$ cat src/rtl/debug_uart_tx.sv
// Debug snapshot transmitter: a step pulse latches pc/alu/ctrl and sends them
// as an 8-byte UART 8N1 frame (A5, pc, alu MSB..LSB, ctrl, xor checksum).
module debug_uart_tx #(
    parameter int CLKS_PER_BIT = 434,
    parameter int PC_W         = 5,
    parameter int DATA_W       = 32,
    parameter int CTRL_W       = 8
) (
    input  logic              clk,
    input  logic              rst,
    input  logic              step,
    input  logic [PC_W-1:0]   pc_in,
    input  logic [DATA_W-1:0] alu_in,
    input  logic [CTRL_W-1:0] ctrl_in,
    output logic              tx,
    output logic              busy,
    output logic              overrun,
    output logic [7:0]        drop_cnt,
    output logic [1:0]        dbg_state
);

    localparam int               CNT_W     = (CLKS_PER_BIT > 1) ? $clog2(CLKS_PER_BIT) : 1;
    localparam logic [CNT_W-1:0] CNT_LAST  = CNT_W'(CLKS_PER_BIT - 1);
    localparam logic [7:0]       SYNC_BYTE = 8'hA5;

    typedef enum logic [1:0] {
        S_IDLE  = 2'd0,
        S_START = 2'd1,
        S_DATA  = 2'd2,
        S_STOP  = 2'd3
    } state_t;

    state_t              r_state;
    logic [CNT_W-1:0]    r_cnt;
    logic [2:0]          r_bit_idx;
    logic [2:0]          r_byte_idx;
    logic [7:0]          r_shift;
    logic                r_tx;
    logic                r_busy;
    logic                r_overrun;
    logic [7:0]          r_drop_cnt;
    logic [7:0]          r_pc;
    logic [DATA_W-1:0]   r_alu;
    logic [CTRL_W-1:0]   r_ctrl;

    state_t              w_state_next;
    logic [CNT_W-1:0]    w_cnt_next;
    logic [2:0]          w_bit_idx_next;
    logic [2:0]          w_byte_idx_next;
    logic [7:0]          w_shift_next;
    logic                w_tx_next;
    logic                w_accept;
    logic                w_drop;
    logic                w_cnt_done;
    logic [7:0]          w_pc_ext;
    logic [7:0]          w_checksum;
    logic [7:0]          w_cur_byte;

    // busy is registered, so a step on the edge where busy falls is still a drop.
    assign w_accept   = step & ~r_busy;
    assign w_drop     = step & r_busy;
    assign w_cnt_done = (r_cnt == CNT_LAST);
    assign w_pc_ext   = 8'(pc_in);

    assign w_checksum = r_pc ^ r_alu[31:24] ^ r_alu[23:16] ^ r_alu[15:8]
                      ^ r_alu[7:0] ^ r_ctrl;

    always_comb begin
        w_cur_byte = SYNC_BYTE;
        case (r_byte_idx)
            3'd0:    w_cur_byte = SYNC_BYTE;
            3'd1:    w_cur_byte = r_pc;
            3'd2:    w_cur_byte = r_alu[31:24];
            3'd3:    w_cur_byte = r_alu[23:16];
            3'd4:    w_cur_byte = r_alu[15:8];
            3'd5:    w_cur_byte = r_alu[7:0];
            3'd6:    w_cur_byte = r_ctrl;
            default: w_cur_byte = w_checksum;
        endcase
    end

    always_comb begin
        w_state_next    = r_state;
        w_cnt_next      = r_cnt;
        w_bit_idx_next  = r_bit_idx;
        w_byte_idx_next = r_byte_idx;
        w_shift_next    = r_shift;
        case (r_state)
            S_IDLE: begin
                if (w_accept) begin
                    w_state_next    = S_START;
                    w_cnt_next      = '0;
                    w_bit_idx_next  = '0;
                    w_byte_idx_next = '0;
                end
            end
            S_START: begin
                if (w_cnt_done) begin
                    w_state_next   = S_DATA;
                    w_cnt_next     = '0;
                    w_bit_idx_next = '0;
                    w_shift_next   = w_cur_byte;
                end else begin
                    w_cnt_next = r_cnt + CNT_W'(1);
                end
            end
            S_DATA: begin
                if (w_cnt_done) begin
                    w_cnt_next = '0;
                    if (r_bit_idx == 3'd7) begin
                        w_state_next = S_STOP;
                    end else begin
                        w_bit_idx_next = r_bit_idx + 3'd1;
                        w_shift_next   = {1'b0, r_shift[7:1]};
                    end
                end else begin
                    w_cnt_next = r_cnt + CNT_W'(1);
                end
            end
            S_STOP: begin
                if (w_cnt_done) begin
                    w_cnt_next = '0;
                    if (r_byte_idx == 3'd7) begin
                        w_state_next = S_IDLE;
                    end else begin
                        w_byte_idx_next = r_byte_idx + 3'd1;
                        w_state_next    = S_START;
                    end
                end else begin
                    w_cnt_next = r_cnt + CNT_W'(1);
                end
            end
            default: begin
                w_state_next = S_IDLE;
            end
        endcase
    end

    // Line level is computed for the next state so tx comes straight from a flop.
    always_comb begin
        w_tx_next = 1'b1;
        case (w_state_next)
            S_START: w_tx_next = 1'b0;
            S_DATA:  w_tx_next = w_shift_next[0];
            default: w_tx_next = 1'b1;
        endcase
    end

    always_ff @(posedge clk) begin
        if (rst) begin
            r_state    <= S_IDLE;
            r_cnt      <= '0;
            r_bit_idx  <= '0;
            r_byte_idx <= '0;
            r_shift    <= '0;
            r_tx       <= 1'b1;
            r_busy     <= 1'b0;
        end else begin
            r_state    <= w_state_next;
            r_cnt      <= w_cnt_next;
            r_bit_idx  <= w_bit_idx_next;
            r_byte_idx <= w_byte_idx_next;
            r_shift    <= w_shift_next;
            r_tx       <= w_tx_next;
            r_busy     <= (w_state_next != S_IDLE);
        end
    end

    always_ff @(posedge clk) begin
        if (rst) begin
            r_pc   <= '0;
            r_alu  <= '0;
            r_ctrl <= '0;
        end else if (w_accept) begin
            r_pc   <= w_pc_ext;
            r_alu  <= alu_in;
            r_ctrl <= ctrl_in;
        end
    end

    always_ff @(posedge clk) begin
        if (rst) begin
            r_overrun  <= 1'b0;
            r_drop_cnt <= '0;
        end else if (w_drop) begin
            r_overrun <= 1'b1;
            if (r_drop_cnt != 8'hFF) begin
                r_drop_cnt <= r_drop_cnt + 8'd1;
            end
        end
    end

    assign tx        = r_tx;
    assign busy      = r_busy;
    assign overrun   = r_overrun;
    assign drop_cnt  = r_drop_cnt;
    assign dbg_state = r_state;

endmodule

$ cat config.mk
export PLATFORM = sky130hd
export DESIGN_NAME = debug_uart_tx
export DESIGN_NICKNAME = d
export VERILOG_FILES = /design/src/rtl/debug_uart_tx.sv
export SDC_FILE = /design/constraint.sdc
export NUM_CORES = 1
export LEC_CHECK = 0
export ABC_CLOCK_PERIOD_IN_PS = 2700
export CORE_MARGIN = 2
export CORE_UTILIZATION = 25
export CTS_CLUSTER_DIAMETER = 80
export DETAILED_ROUTE_END_ITERATION = 16
export HOLD_SLACK_MARGIN = 0.15
export PLACE_DENSITY = 0.55
export SYNTH_ARGS = -nofsm -noshare
export SYNTH_HDL_FRONTEND = slang
export SYNTH_SLANG_ARGS = --single-unit
export TNS_END_PERCENT = 10
$ cat constraint.sdc
create_clock -name clk -period 2.7 [get_ports clk]
set_input_delay 0.81 -clock clk [delete_from_list [all_inputs] [get_ports clk]]
set_output_delay 0.81 -clock clk [all_outputs]
set_load 0.005 [all_outputs]
; Yosys cells after proc, flatten, opt, wreduce, memory -nomap -nowiden
; Index checks and enable logic that the tools add are counted.
[totals]
input_bits = 48
ff_bits = 81
[classes]
n_bitwise = 8
add_sub_neg = 4
reduce_logical = 11
mux = 24
eq_ne = 21
[op_table]
columns = cell, count
row1 = $pmux 8 s7, 1
row2 = $xor 8x8->8, 4
row3 = $mux 8, 3
row4 = $mux 3, 6
row5 = $mux 9, 2
row6 = $pmux 9 s2, 1
row7 = $pmux 8 s2, 1
row8 = $eq 3x3->1 const B, 5
row9 = $ne 2x2->1 const B, 6
row10 = $mux 2, 5
row11 = $add 9x1->9 const B, 1
row12 = $eq 9x9->1 const B, 1
row13 = $pmux 3 s3, 1
row14 = $add 8x1->8 const B, 1
row15 = $ne 8x8->1 const B, 1
row16 = $pmux 2 s4, 1
row17 = $reduce_and 4->1, 2
row18 = $xor 5x8->8, 1
row19 = $add 3x1->3 const B, 2
row20 = $eq 2x2->1 const B, 3
row21 = $eq 3x2->1 const B, 2
row22 = $pmux 3 s2, 1
row23 = $reduce_bool 2->1, 3
row24 = $reduce_and 5->1, 1
row25 = 11 further kinds, 13

; Longest topological paths before layout
[logic_depth]
ltp_word = 9
mapped_depth = 9
ltp_nobuf = 7

; Least setup slack after synthesis
; No wires, ideal clock.
[synth_timing]
path_kind = reg2reg
start = register r_byte_idx[2]
end = register r_tx (netlist: tx)
stages_incl_launch_ff = 10
setup_slack_ns = 0.511
path_buffers = 2
t_required_ns = 2.644
t_arrival_ns = 2.134
path_cell_list = dfxtp_1 > clkbuf_1 > inv_1 > ha_1 > buf_6 > nor4_4 > a21oi_2 > a311o_1 > o211a_1 > o2bb2a_4
[synth_via]
elab_chain_cells = 6
[synth_rtl]
columns = item, line_no
row1 = start: declaration, 36  ; logic [2:0] r_byte_idx;
row2 = start signal: assignment, 162  ; r_byte_idx <= w_byte_idx_next;
row3 = $eq 3x3->1, 123  ; if (r_byte_idx == 3'd7) begin
row4 = $mux 1, 123
row5 = $mux 2, 121  ; if (w_cnt_done) begin
row6 = $pmux 2 s4, 88  ; case (r_state)
row7 = $eq 2x2->1 / $eq 2x1->1 (equally long branches), 142  ; case (w_state_next)
row8 = $pmux 1 s2 *, 142
row9 = end signal: assignment, 164  ; r_tx <= w_tx_next;
row10 = end: declaration, 38  ; logic r_tx;
; Mark *: on every way between the ends. The rest lies on a longest branch, timed or not. The select of a mux whose other input is x is not followed.
; A chain may end at the register's enable or synchronous reset.

; Worst setup path in the final report
[layout_timing]
start = register r_byte_idx[0]
end = register r_tx (netlist: tx)
; The elaborated chain is that of the path after synthesis.

==> metrics.txt <==
total setup buffers inserted after CTS 0; Worst Max-Slew Pin Slew 0.743 ns; Synthesized Nets approximately 560; htree depth 3; largest family of logic cells by synthesized area simple AND/OR/NAND/NOR gates; post-synthesis simple-gate area fraction 20.2%; vias per inst roughly 4.7; Initial DRC Count 179; total congestion overflow 0; Reg2Reg Capture Point tx; most common cell in the netlist nand2_1; CTS Buffer Depth 2; Tightest Hold Check Type register to register; Cell Area, Placed around 5000 um^2; clk sinks 81; Ys Warns 0; final setup vio count 0; CP Launch Point r_byte_idx[0]; Final Cycle Share a little over four fifths; WHS Path Cells 2; Post-DRT Antenna Nets 0; buffers and inverters on the worst path 1; Pwr Density 775 nW/um^2; syn_area_per_cell between 8 and 9 um^2; DP HPWL around 8100 um; worst relative slew slack 50.2%; #FFs+latches synth 81; Ports between 60 and 70; hold path start overrun; Worst Path Required around 3 ns; Post-Synth Adder-Cell Area just under 5%; Setup TNS 0 ns; Clk pin slew, worst setup/hold paths 0.06 ns; Lkg Pwr approximately 1.9 nW; crit path cell chain inv_1 -> ha_1 -> nor4_4 -> a21oi_2 -> a311o_1 -> o211a_1 -> o2bb2a_4; WL final 10,900 um; Row Count between 40 and 50; status complete, no violations; Overall Global Routing Usage approximately 13%; Layout area overhead 27.2%; router iterations before antenna repair 4; fmax 441 MHz; FF-to-FF setup slack 0.43 ns; Slew Viols, Final 0; # port buffers 60; Crit path max-delay family compound AO/OA/AOI/OAI gates; DR WL/cell 14.0 um; Hold Crit Endpoint overrun; Synth Flop Type dfxtp_1; Crit path largest cell delay 0.45 ns; post-layout util approximately a third; diode count 0; VDD IR-drop max 0.354 mV; post-CTS sizing 0; top cells by area, synth dfxtp_1 39%, nand2_1 9.6%, a21oi_1 7.3%, xnor2_1 6.7%, ha_1 4.8%; post-synthesis mux area share around 1.3%; CTS Hold Bufs 0; Setup crit end kind register; Worst Path Arrival 2.56 ns; Syn Std Cell Area roughly 4200 um^2; initial antenna violation count 0; WHS between 0.4 and 0.5 ns; RSZ-0062 raised after global routing no; Final WS setup about 0.43 ns; Place WS about 0.26 ns; Die W approximately 130 um; Initial Util between 20% and 30%; post-synthesis sequential area ratio between 30% and 40%; vias in the first global route roughly 3,700; total CTS buffers 9; Layout Nets around 620; largest net degree at the start of global routing 38; FF-to-FF Start r_byte_idx[0]; clk_skew 0.00955 ns; number of fill cells in the layout around 1,700; first-pass GRT wire length around 18,000 um; share of layout cells above drive strength 1 under 10%; via count roughly 3,600; DRC violation count after routing 0; Synth Area in Compound Gates between 15 and 20%; fin area ~5300 um^2; Synth Area in XOR/XNOR between 10% and 20%; EDFF count, synth 0; Post-Synthesis Cells 500; Die ar. 17,700 um^2; Clk Latency, worst-skew pair about 0.35 ns; max-cap viol count 0; async set or reset register ratio after synthesis 0%; Crit Path Max Fanout 16; share of the synthesized area in the top cell type between 30% and 40%; min cycle time layout between 2 and 2.5 ns; TritonCTS clock tree yes; gpl congestion roughly 0.84; clock root cell clkbuf_16; Netlist cell types 59; slowest CP cell ha_1; Die Span Y between 100 and 150 um; WS Path Type register to register; Startpoint Class register; Synth top cells by count 106 x nand2_1, 81 x dfxtp_1, 61 x a21oi_1; final hold vios 0; Synth area leader dfxtp_1; core footprint 16,400 um^2; worst-case reg-to-reg path depth 7
## state kept, by name (all words and copies together) (netlist names)
signal	flops
dbg_state	2
r_bit_idx	3
r_pc	5
r_ctrl	8
drop_cnt	8
r_byte_idx	3
overrun	1
r_cnt	9
tx	1
r_shift	8
r_alu	32
busy	1
## stage by stage
step	std cells	total power [mW]
4_1_cts	778	4.15
3_5_place_dp	762	2.91
6_report	778	4.10
2_1_floorplan	500	2.48
3_3_place_gp	762	2.88
5_1_grt	778	4.36
## cell usage in the layout (no fill, tap or decap), types with 2 or more instances in the layout
| master | synthesis | layout |
|---|---|---|
| nand2_1 | 106 | 106 |
| dfxtp_1 | 81 | 81 |
| a21oi_1 | 61 | 61 |
| clkdlybuf4s50_1 | 0 | 59 |
| nor2_1 | 35 | 35 |
| xnor2_1 | 32 | 32 |
| o21ai_0 | 16 | 16 |
| ha_1 | 16 | 16 |
| inv_1 | 13 | 13 |
| nand4_1 | 12 | 12 |
| xor2_1 | 11 | 11 |
| buf_4 | 1 | 11 |
| clkbuf_16 | 0 | 9 |
| nand3_1 | 8 | 8 |
| a222oi_1 | 6 | 6 |
| a22o_1 | 5 | 5 |
| xnor3_1 | 4 | 4 |
| a31oi_1 | 4 | 4 |
| nor3_1 | 4 | 4 |
| a221oi_1 | 4 | 4 |
| mux2i_1 | 3 | 3 |
| o211ai_1 | 3 | 3 |
| or3_1 | 3 | 3 |
| a211oi_1 | 3 | 3 |
| a311oi_1 | 3 | 3 |
| and3_1 | 2 | 2 |
| nor3_2 | 2 | 2 |
| nor2b_1 | 3 | 2 |
| a32oi_1 | 2 | 2 |
| mux2_2 | 2 | 2 |
| clkinv_2 | 0 | 2 |
| clkinvlp_4 | 0 | 2 |
## routing by layer
layer	routed length [um]	global-route usage, %	share of wire (%)	vias up
li1	-	-	-	1853
met3	386	2.76	3.5	13
met2	5590	22.7	51	61
met5	0	0	0	-
met4	190	4.66	1.7	0
met1	4720	15.5	43	1722
## worst reg2reg max path, stage by stage (launching register included)
cell	delay, ns
dfxtp_1	0.40
inv_1	0.08
ha_1	0.45
nor4_4	0.40
a21oi_2	0.05
a311o_1	0.36
o211a_1	0.27
o2bb2a_4	0.20
## cell type report
| class | count | area [um^2] | area share [%] |
|---|---|---|---|
| clock buffers | 11 | 243 | 4.58 |
| clock inverters | 5 | 55.1 | 1.04 |
| inverters | 13 | 48.8 | 0.921 |
| multi-input cells | 377 | 2370 | 44.8 |
| flip-flops and latches | 81 | 1620 | 30.6 |
| well taps | 220 | 275 | 5.20 |
| repair buffers | 71 | 678 | 12.8 |
## worst max-delay path by stage
stage	endpoint	slack [ns]	cells after the start
floorplan	tx	0.51	9
global placement	tx	0.31	6
detailed placement	tx	0.26	6
CTS	tx	0.42	7
global route	tx	0.30	7
finish	tx	0.43	7
## cell families (layout without fill, tap and decap cells)
kind of cell,count (synthesis),after routing
XOR/XNOR,47,47
flip-flops,81,81
multiplexers,5,5
buffers and inverters,42,100
adder cells (fa/ha/maj),16,16
AND/OR/NAND/NOR,185,185
AO/OA/AOI/OAI,124,124
## power breakdown
part           internal [mW]  switching, mW
Sequential              1.35          0.155
Combinational          0.624          0.754
Clock                  0.738          0.483
Total                   2.71           1.39
Note: power is estimated with default switching activity, not from simulation.
